==> src/rtl/vga_color_sequencer.sv <==
// Frame-synchronous colour sequencer: applies jump or per-frame fade colour
// changes to obj_color only at the start of vertical sync.
module vga_color_sequencer #(
    parameter logic [23:0] RESET_COLOR      = 24'h000000,
    parameter bit          VSYNC_ACTIVE_LOW = 1'b1
) (
    input  logic        vga_clk,
    input  logic        rstn,
    input  logic [23:0] cfg_color,
    input  logic        cfg_we,
    input  logic        cfg_mode,
    input  logic [7:0]  cfg_step,
    input  logic        vsync,
    output logic [23:0] obj_color,
    output logic        busy,
    output logic        upd_done,
    output logic [15:0] frame_cnt
);
    localparam int unsigned COLOR_W = 24;
    localparam int unsigned CH_W    = 8;
    localparam int unsigned CNT_W   = 16;

    typedef enum logic [1:0] {
        ST_IDLE  = 2'd0,
        ST_ARMED = 2'd1,
        ST_FADE  = 2'd2
    } state_t;

    state_t               r_state;
    state_t               w_state_nxt;
    logic [COLOR_W-1:0]   r_tgt;
    logic [COLOR_W-1:0]   r_color;
    logic [CH_W-1:0]      r_step;
    logic                 r_mode;
    logic                 r_vs_act_q;
    logic                 r_busy;
    logic                 r_upd_done;
    logic [CNT_W-1:0]     r_frame_cnt;

    logic                 w_vs_act;
    logic                 w_vs_start;
    logic                 w_apply;
    logic [COLOR_W-1:0]   w_fade;
    logic                 w_fade_done;
    logic [COLOR_W-1:0]   w_color_nxt;
    logic                 w_upd_nxt;

    // One saturating fade step on a single channel; never overshoots the target.
    function automatic logic [CH_W-1:0] fade_ch(input logic [CH_W-1:0] tgt,
                                                input logic [CH_W-1:0] cur,
                                                input logic [CH_W-1:0] step);
        logic [CH_W-1:0] diff;
        if (tgt >= cur) begin
            diff = tgt - cur;
            return (diff <= step) ? tgt : CH_W'(cur + step);
        end
        diff = cur - tgt;
        return (diff <= step) ? tgt : CH_W'(cur - step);
    endfunction

    assign w_vs_act    = VSYNC_ACTIVE_LOW ? ~vsync : vsync;
    assign w_vs_start  = w_vs_act & ~r_vs_act_q;
    // A write on the same edge consumes the vsync start.
    assign w_apply     = w_vs_start & ~cfg_we;
    assign w_fade      = {fade_ch(r_tgt[23:16], r_color[23:16], r_step),
                          fade_ch(r_tgt[15:8],  r_color[15:8],  r_step),
                          fade_ch(r_tgt[7:0],   r_color[7:0],   r_step)};
    assign w_fade_done = (w_fade == r_tgt);

    // State register
    always_ff @(posedge vga_clk or negedge rstn) begin
        if (!rstn) r_state <= ST_IDLE;
        else       r_state <= w_state_nxt;
    end

    // Next-state logic
    always_comb begin
        w_state_nxt = r_state;
        case (r_state)
            ST_IDLE: begin
                if (cfg_we) w_state_nxt = ST_ARMED;
            end
            ST_ARMED: begin
                if (cfg_we)          w_state_nxt = ST_ARMED;
                else if (w_vs_start) w_state_nxt = (!r_mode || w_fade_done) ? ST_IDLE : ST_FADE;
            end
            ST_FADE: begin
                if (cfg_we)                         w_state_nxt = ST_ARMED;
                else if (w_vs_start && w_fade_done) w_state_nxt = ST_IDLE;
            end
            default: w_state_nxt = ST_IDLE;
        endcase
    end

    // Output logic: next colour and completion pulse
    always_comb begin
        w_color_nxt = r_color;
        w_upd_nxt   = 1'b0;
        if (w_apply) begin
            case (r_state)
                ST_ARMED: begin
                    w_color_nxt = r_mode ? w_fade : r_tgt;
                    w_upd_nxt   = r_mode ? w_fade_done : 1'b1;
                end
                ST_FADE: begin
                    w_color_nxt = w_fade;
                    w_upd_nxt   = w_fade_done;
                end
                default: ;
            endcase
        end
    end

    always_ff @(posedge vga_clk or negedge rstn) begin
        if (!rstn) begin
            r_tgt       <= RESET_COLOR;
            r_color     <= RESET_COLOR;
            r_step      <= CH_W'(1);
            r_mode      <= 1'b0;
            r_vs_act_q  <= 1'b1;
            r_busy      <= 1'b0;
            r_upd_done  <= 1'b0;
            r_frame_cnt <= '0;
        end else begin
            r_vs_act_q  <= w_vs_act;
            r_color     <= w_color_nxt;
            r_upd_done  <= w_upd_nxt;
            r_busy      <= (w_state_nxt != ST_IDLE);
            r_frame_cnt <= r_frame_cnt + CNT_W'(w_vs_start);
            if (cfg_we) begin
                r_tgt  <= cfg_color;
                r_mode <= cfg_mode;
                r_step <= (cfg_step == '0) ? CH_W'(1) : cfg_step;
            end
        end
    end

    assign obj_color = r_color;
    assign busy      = r_busy;
    assign upd_done  = r_upd_done;
    assign frame_cnt = r_frame_cnt;

endmodule

==> config.mk <==
export PLATFORM = sky130hd
export DESIGN_NAME = vga_color_sequencer
export DESIGN_NICKNAME = d
export VERILOG_FILES = /design/src/rtl/vga_color_sequencer.sv
export SDC_FILE = /design/constraint.sdc
export NUM_CORES = 1
export LEC_CHECK = 0
export CORE_ASPECT_RATIO = 0.9
export CORE_MARGIN = 2
export CORE_UTILIZATION = 27
export CTS_CLUSTER_DIAMETER = 200
export DETAILED_ROUTE_END_ITERATION = 8
export SYNTH_ARGS = -nofsm -noshare
export SYNTH_HDL_FRONTEND = slang
export SYNTH_SLANG_ARGS = --single-unit
==> constraint.sdc <==
create_clock -name vga_clk -period 5.06 [get_ports vga_clk]
set_input_delay 1.012 -clock vga_clk [delete_from_list [all_inputs] [get_ports vga_clk]]
set_output_delay 1.012 -clock vga_clk [all_outputs]
set_load 0.01 [all_outputs]
==> run summary <==
The flow ran to the end, and the final reports show no timing, DRC or antenna violations. The count of nets left with antenna violations once routing finished came out at 0. 0 antenna diodes ended up in the layout. Compared with the post-synthesis result, the final layout area differs by 16.6%.

For this block, the initial DRC count from the detailed router was 706. The cell sitting at the root of the clock tree is a sky130_fd_sc_hd__clkbuf_16. The tools report the area of the mapped netlist as 9130 µm². The tools report the count of instances resized after the clock tree is built as 0. For the fraction of met2 tracks used by global routing, the log shows 0.257. Entering global routing, the biggest net connects 71 pins.

The static power due to leakage came out at 4.65 nW. The total power per unit cell area is 738 nW/µm². The global routing stage identified its most utilized layer as met2. The worst setup path is captured at a flop. The internal reg-to-reg setup slack is 0.36 ns.

The number of I/O port buffers was 78. For the final core utilization, the log shows 0.322. The most numerous cell in the Yosys netlist was sky130_fd_sc_hd__ha_1.

The routing usage on met3 came out at 0.0287. In the synthesized netlist, the cells that appear most often are 138 x sky130_fd_sc_hd__ha_1, 97 x sky130_fd_sc_hd__inv_1, 88 x sky130_fd_sc_hd__a21oi_1. The via density per instance came out at 5.33. The final weighted congestion in routability-driven placement was 0.922; the half-perimeter wire length after detailed placement was 22400 µm. Class of the worst hold path: flop to flop. In this run, synthesis produced a sequential element count of 78. Timing would allow up to 213 MHz. The clock net in this run drives a total of 78 sinks. Across the run, the number of max-cap violations was 0. The worst register-to-register path begins at obj_color[2]$_DFFE_PN0P_.

The worst setup path is launched from a flop. The worst register-to-register path ends at r_state[0]$_DFF_PN0_. The Yosys step of the flow raised 0 warnings. In the routed design, unresolved DRC markers number 0. The initial core utilization is 0.276. The max-slew headroom at the worst pin was 0.450. The fraction of registers with async set or reset after synthesis works out to 1.00. The dominant register cell in the synthesized netlist was sky130_fd_sc_hd__dfrtp_1. The detailed router placed 8420 vias in this run. The run gives 0 ns as the summed negative setup slack over all endpoints.

For the final database, setup skew stands at 0.0123 ns. In this run the vertical extent of the chip is 178 µm. In this run the number of H-tree levels came out at 3. The synthesized instance count is 1091. The layout cell share with drive strength beyond 1 works out to 0.0587.

After the flow finishes, the layout carries non-filler instances totaling 1580. Clock-pin slew was measured on the worst setup and hold paths at 0.08 ns. Setup repair after global routing left no endpoint under its margin. For the pin with the worst max-slew slack, the measured transition is 0.824 ns. The area of the placeable core was 33100 µm².

For the number of global-route vias before repair, the log shows 8216. After layout, the design draws a total of 7.86 mW. The critical path in this run is classified as flop to flop. After clock tree synthesis, the flow added hold-fix buffers numbering 0. The required arrival time at the worst endpoint came out at 5.30 ns.

After synthesis, the cell types taking the most area are sky130_fd_sc_hd__dfrtp_1 21%, sky130_fd_sc_hd__ha_1 19%, sky130_fd_sc_hd__xnor2_1 5.9%. The horizontal die dimension is 198 µm. The synthesized area per cell is 8.37 µm², and the count of buffers added by post-CTS timing repair for setup is 0. The number of enable-type register cells in the synthesized netlist came out at 0. The area share of the leading cell type in the synthesized netlist was 0.208; the maximum buffer depth of the clock tree was 2. The run gives 0.214 as the fraction of the yosys area taken by sequential cells. TritonCTS built the clock tree. The run gives 0 as the global-route congestion overflow total. sky130_fd_sc_hd__dfrtp_1 takes more of the synthesized area than any other cell. The count of pins over their slew limit came out at 0. Net count after synthesis: 1278. The clock period minus worst slack was 4.70 ns; the length in cells of the worst reg-to-reg path was 20.

The pre-antenna-repair detailed-routing pass consisted of 5 iterations. The critical path startpoint is obj_color[2]$_DFFE_PN0P_. Data arrives at the worst endpoint at 4.94 ns.

For this design the top-level I/O count stands at 79. Global routing usage on met1: 0.245. For the number of nets in the final layout, the log shows 1340. The first-pass GRT wire length is 46100 µm, and the clock latency reported for the late side of the worst-skew pair is 0.36 ns. The number of endpoints with negative hold slack in the final report was 0. The die covers 35300 µm². Buffers inserted during clock tree synthesis total 9.

Wires add up to 29400 µm. The total placed cells including tap cells came out at 1564. Setup violations remaining at the end of the flow were counted as 0.

The logs give 1 for the number of antenna violations at the first check in global routing and 0.258 mV for the largest voltage drop on the vdd net. The overall global routing resource usage was 0.168; the placement row count was 63. The tools report the termination of the worst setup path as r_state[0]$_DFF_PN0_. Synthesis instantiated 89 different standard cells from the library. Dividing the detail-routed wire length by the instance count gives 18.6 µm.

The part of the cycle the worst path needs works out to 0.929. Along the worst path, the maximum fanout reaches 11.
worst min-delay path by stage:
stage | depth (start not counted) | endpoint | slack, ns | startpoint
final | 1 | frame_cnt[15]$_DFF_PN0_ | 0.49 | frame_cnt[15]$_DFF_PN0_
after CTS | 1 | frame_cnt[15]$_DFF_PN0_ | 0.50 | frame_cnt[15]$_DFF_PN0_
after floorplan | 1 | frame_cnt[15]$_DFF_PN0_ | 0.51 | frame_cnt[15]$_DFF_PN0_
after detailed placement | 1 | frame_cnt[15]$_DFF_PN0_ | 0.48 | frame_cnt[15]$_DFF_PN0_
after global placement | 1 | frame_cnt[15]$_DFF_PN0_ | 0.47 | frame_cnt[15]$_DFF_PN0_
after global routing | 1 | frame_cnt[15]$_DFF_PN0_ | 0.52 | frame_cnt[15]$_DFF_PN0_
layer usage:
| layer | part of all wire | wire length (µm) | vias up |
|---|---|---|---|
| met2 | 0.43 | 12600 | 275 |
| met1 | 0.49 | 14300 | 4044 |
| li1 | - | - | 4061 |
| met4 | 0.016 | 459 | 2 |
| met5 | 0.00041 | 12 | - |
| met3 | 0.068 | 1990 | 38 |
final cells by class:
cell class / instances / area [µm²]
clock inverter: 7 / 66.3
multi-input combinational: 870 / 6600
inverter: 99 / 372
sequential: 78 / 1950
fill: 3546 / 22500
timing repair buffer: 95 / 901
clock buffer: 9 / 225
tap: 422 / 528
power by group:
group / switching, mW / internal [mW] / leakage [nW]
Combinational: 3.56 / 2.60 / 3.55
Sequential: 0.236 / 0.771 / 0.961
Clock: 0.345 / 0.350 / 0.146
Total: 4.14 / 3.72 / 4.65
critical path, cell delays in order (launching register included):
cell and delay, ns:
sky130_fd_sc_hd__dfrtp_1 0.47, sky130_fd_sc_hd__inv_1 0.11, sky130_fd_sc_hd__ha_1 0.39, sky130_fd_sc_hd__inv_1 0.14, sky130_fd_sc_hd__nor2_1 0.05, sky130_fd_sc_hd__o21ai_0 0.17, sky130_fd_sc_hd__nand2b_1 0.11, sky130_fd_sc_hd__a21o_1 0.19
sky130_fd_sc_hd__a21oi_1 0.16, sky130_fd_sc_hd__xnor2_1 0.14, sky130_fd_sc_hd__ha_1 0.26, sky130_fd_sc_hd__and4_2 0.24, sky130_fd_sc_hd__nand4_1 0.09, sky130_fd_sc_hd__o31a_1 0.21, sky130_fd_sc_hd__nand3_2 0.26, sky130_fd_sc_hd__or4b_4 0.63
sky130_fd_sc_hd__o2111ai_2 0.10, sky130_fd_sc_hd__o221ai_2 0.15, sky130_fd_sc_hd__nor4_4 0.28, sky130_fd_sc_hd__nand4_1 0.16, sky130_fd_sc_hd__o31a_1 0.26
cell families after synthesis:
kind of cell,synth area share
adders and majority gates,0.215
and+or+nand+nor,0.155
muxes,0.00713
AOI/OAI and AO/OA,0.249
DFF,0.214
buffers and inverters,0.0659
xor gates and xnor gates,0.0931
metrics by stage:
step / setup WS [ns] / hold slack [ns] / cell area (µm²)
final: 0.361 / 0.490 / 10600
after global routing: 0.0212 / 0.522 / 10600
after CTS: 0.288 / 0.501 / 10600
after detailed placement: 0.321 / 0.482 / 10300
after global placement: 0.444 / 0.466 / 10300
after floorplan: 0.885 / 0.508 / 9130
cell usage in the layout (no fill, tap or decap), drive strengths merged, types with 20 or more instances in the layout:
cell type and n:
clkdlybuf4s50 76, inv 106, xnor2 62, o21ai 89, xor2 35, nand2 83
nor2 58, ha 138, nand3 21, a21oi 88, dfrtp 76, nand4 20
nor2b 25
registers in the layout, indices dropped and copies added, names as in the netlist:
register / count
r_step: 8
obj_color: 24
frame_cnt: 16
r_state: 2
upd_done: 1
r_tgt: 24
busy: 1
r_mode: 1
r_vs_act_q: 1
Power figures use the tool's default switching activity.
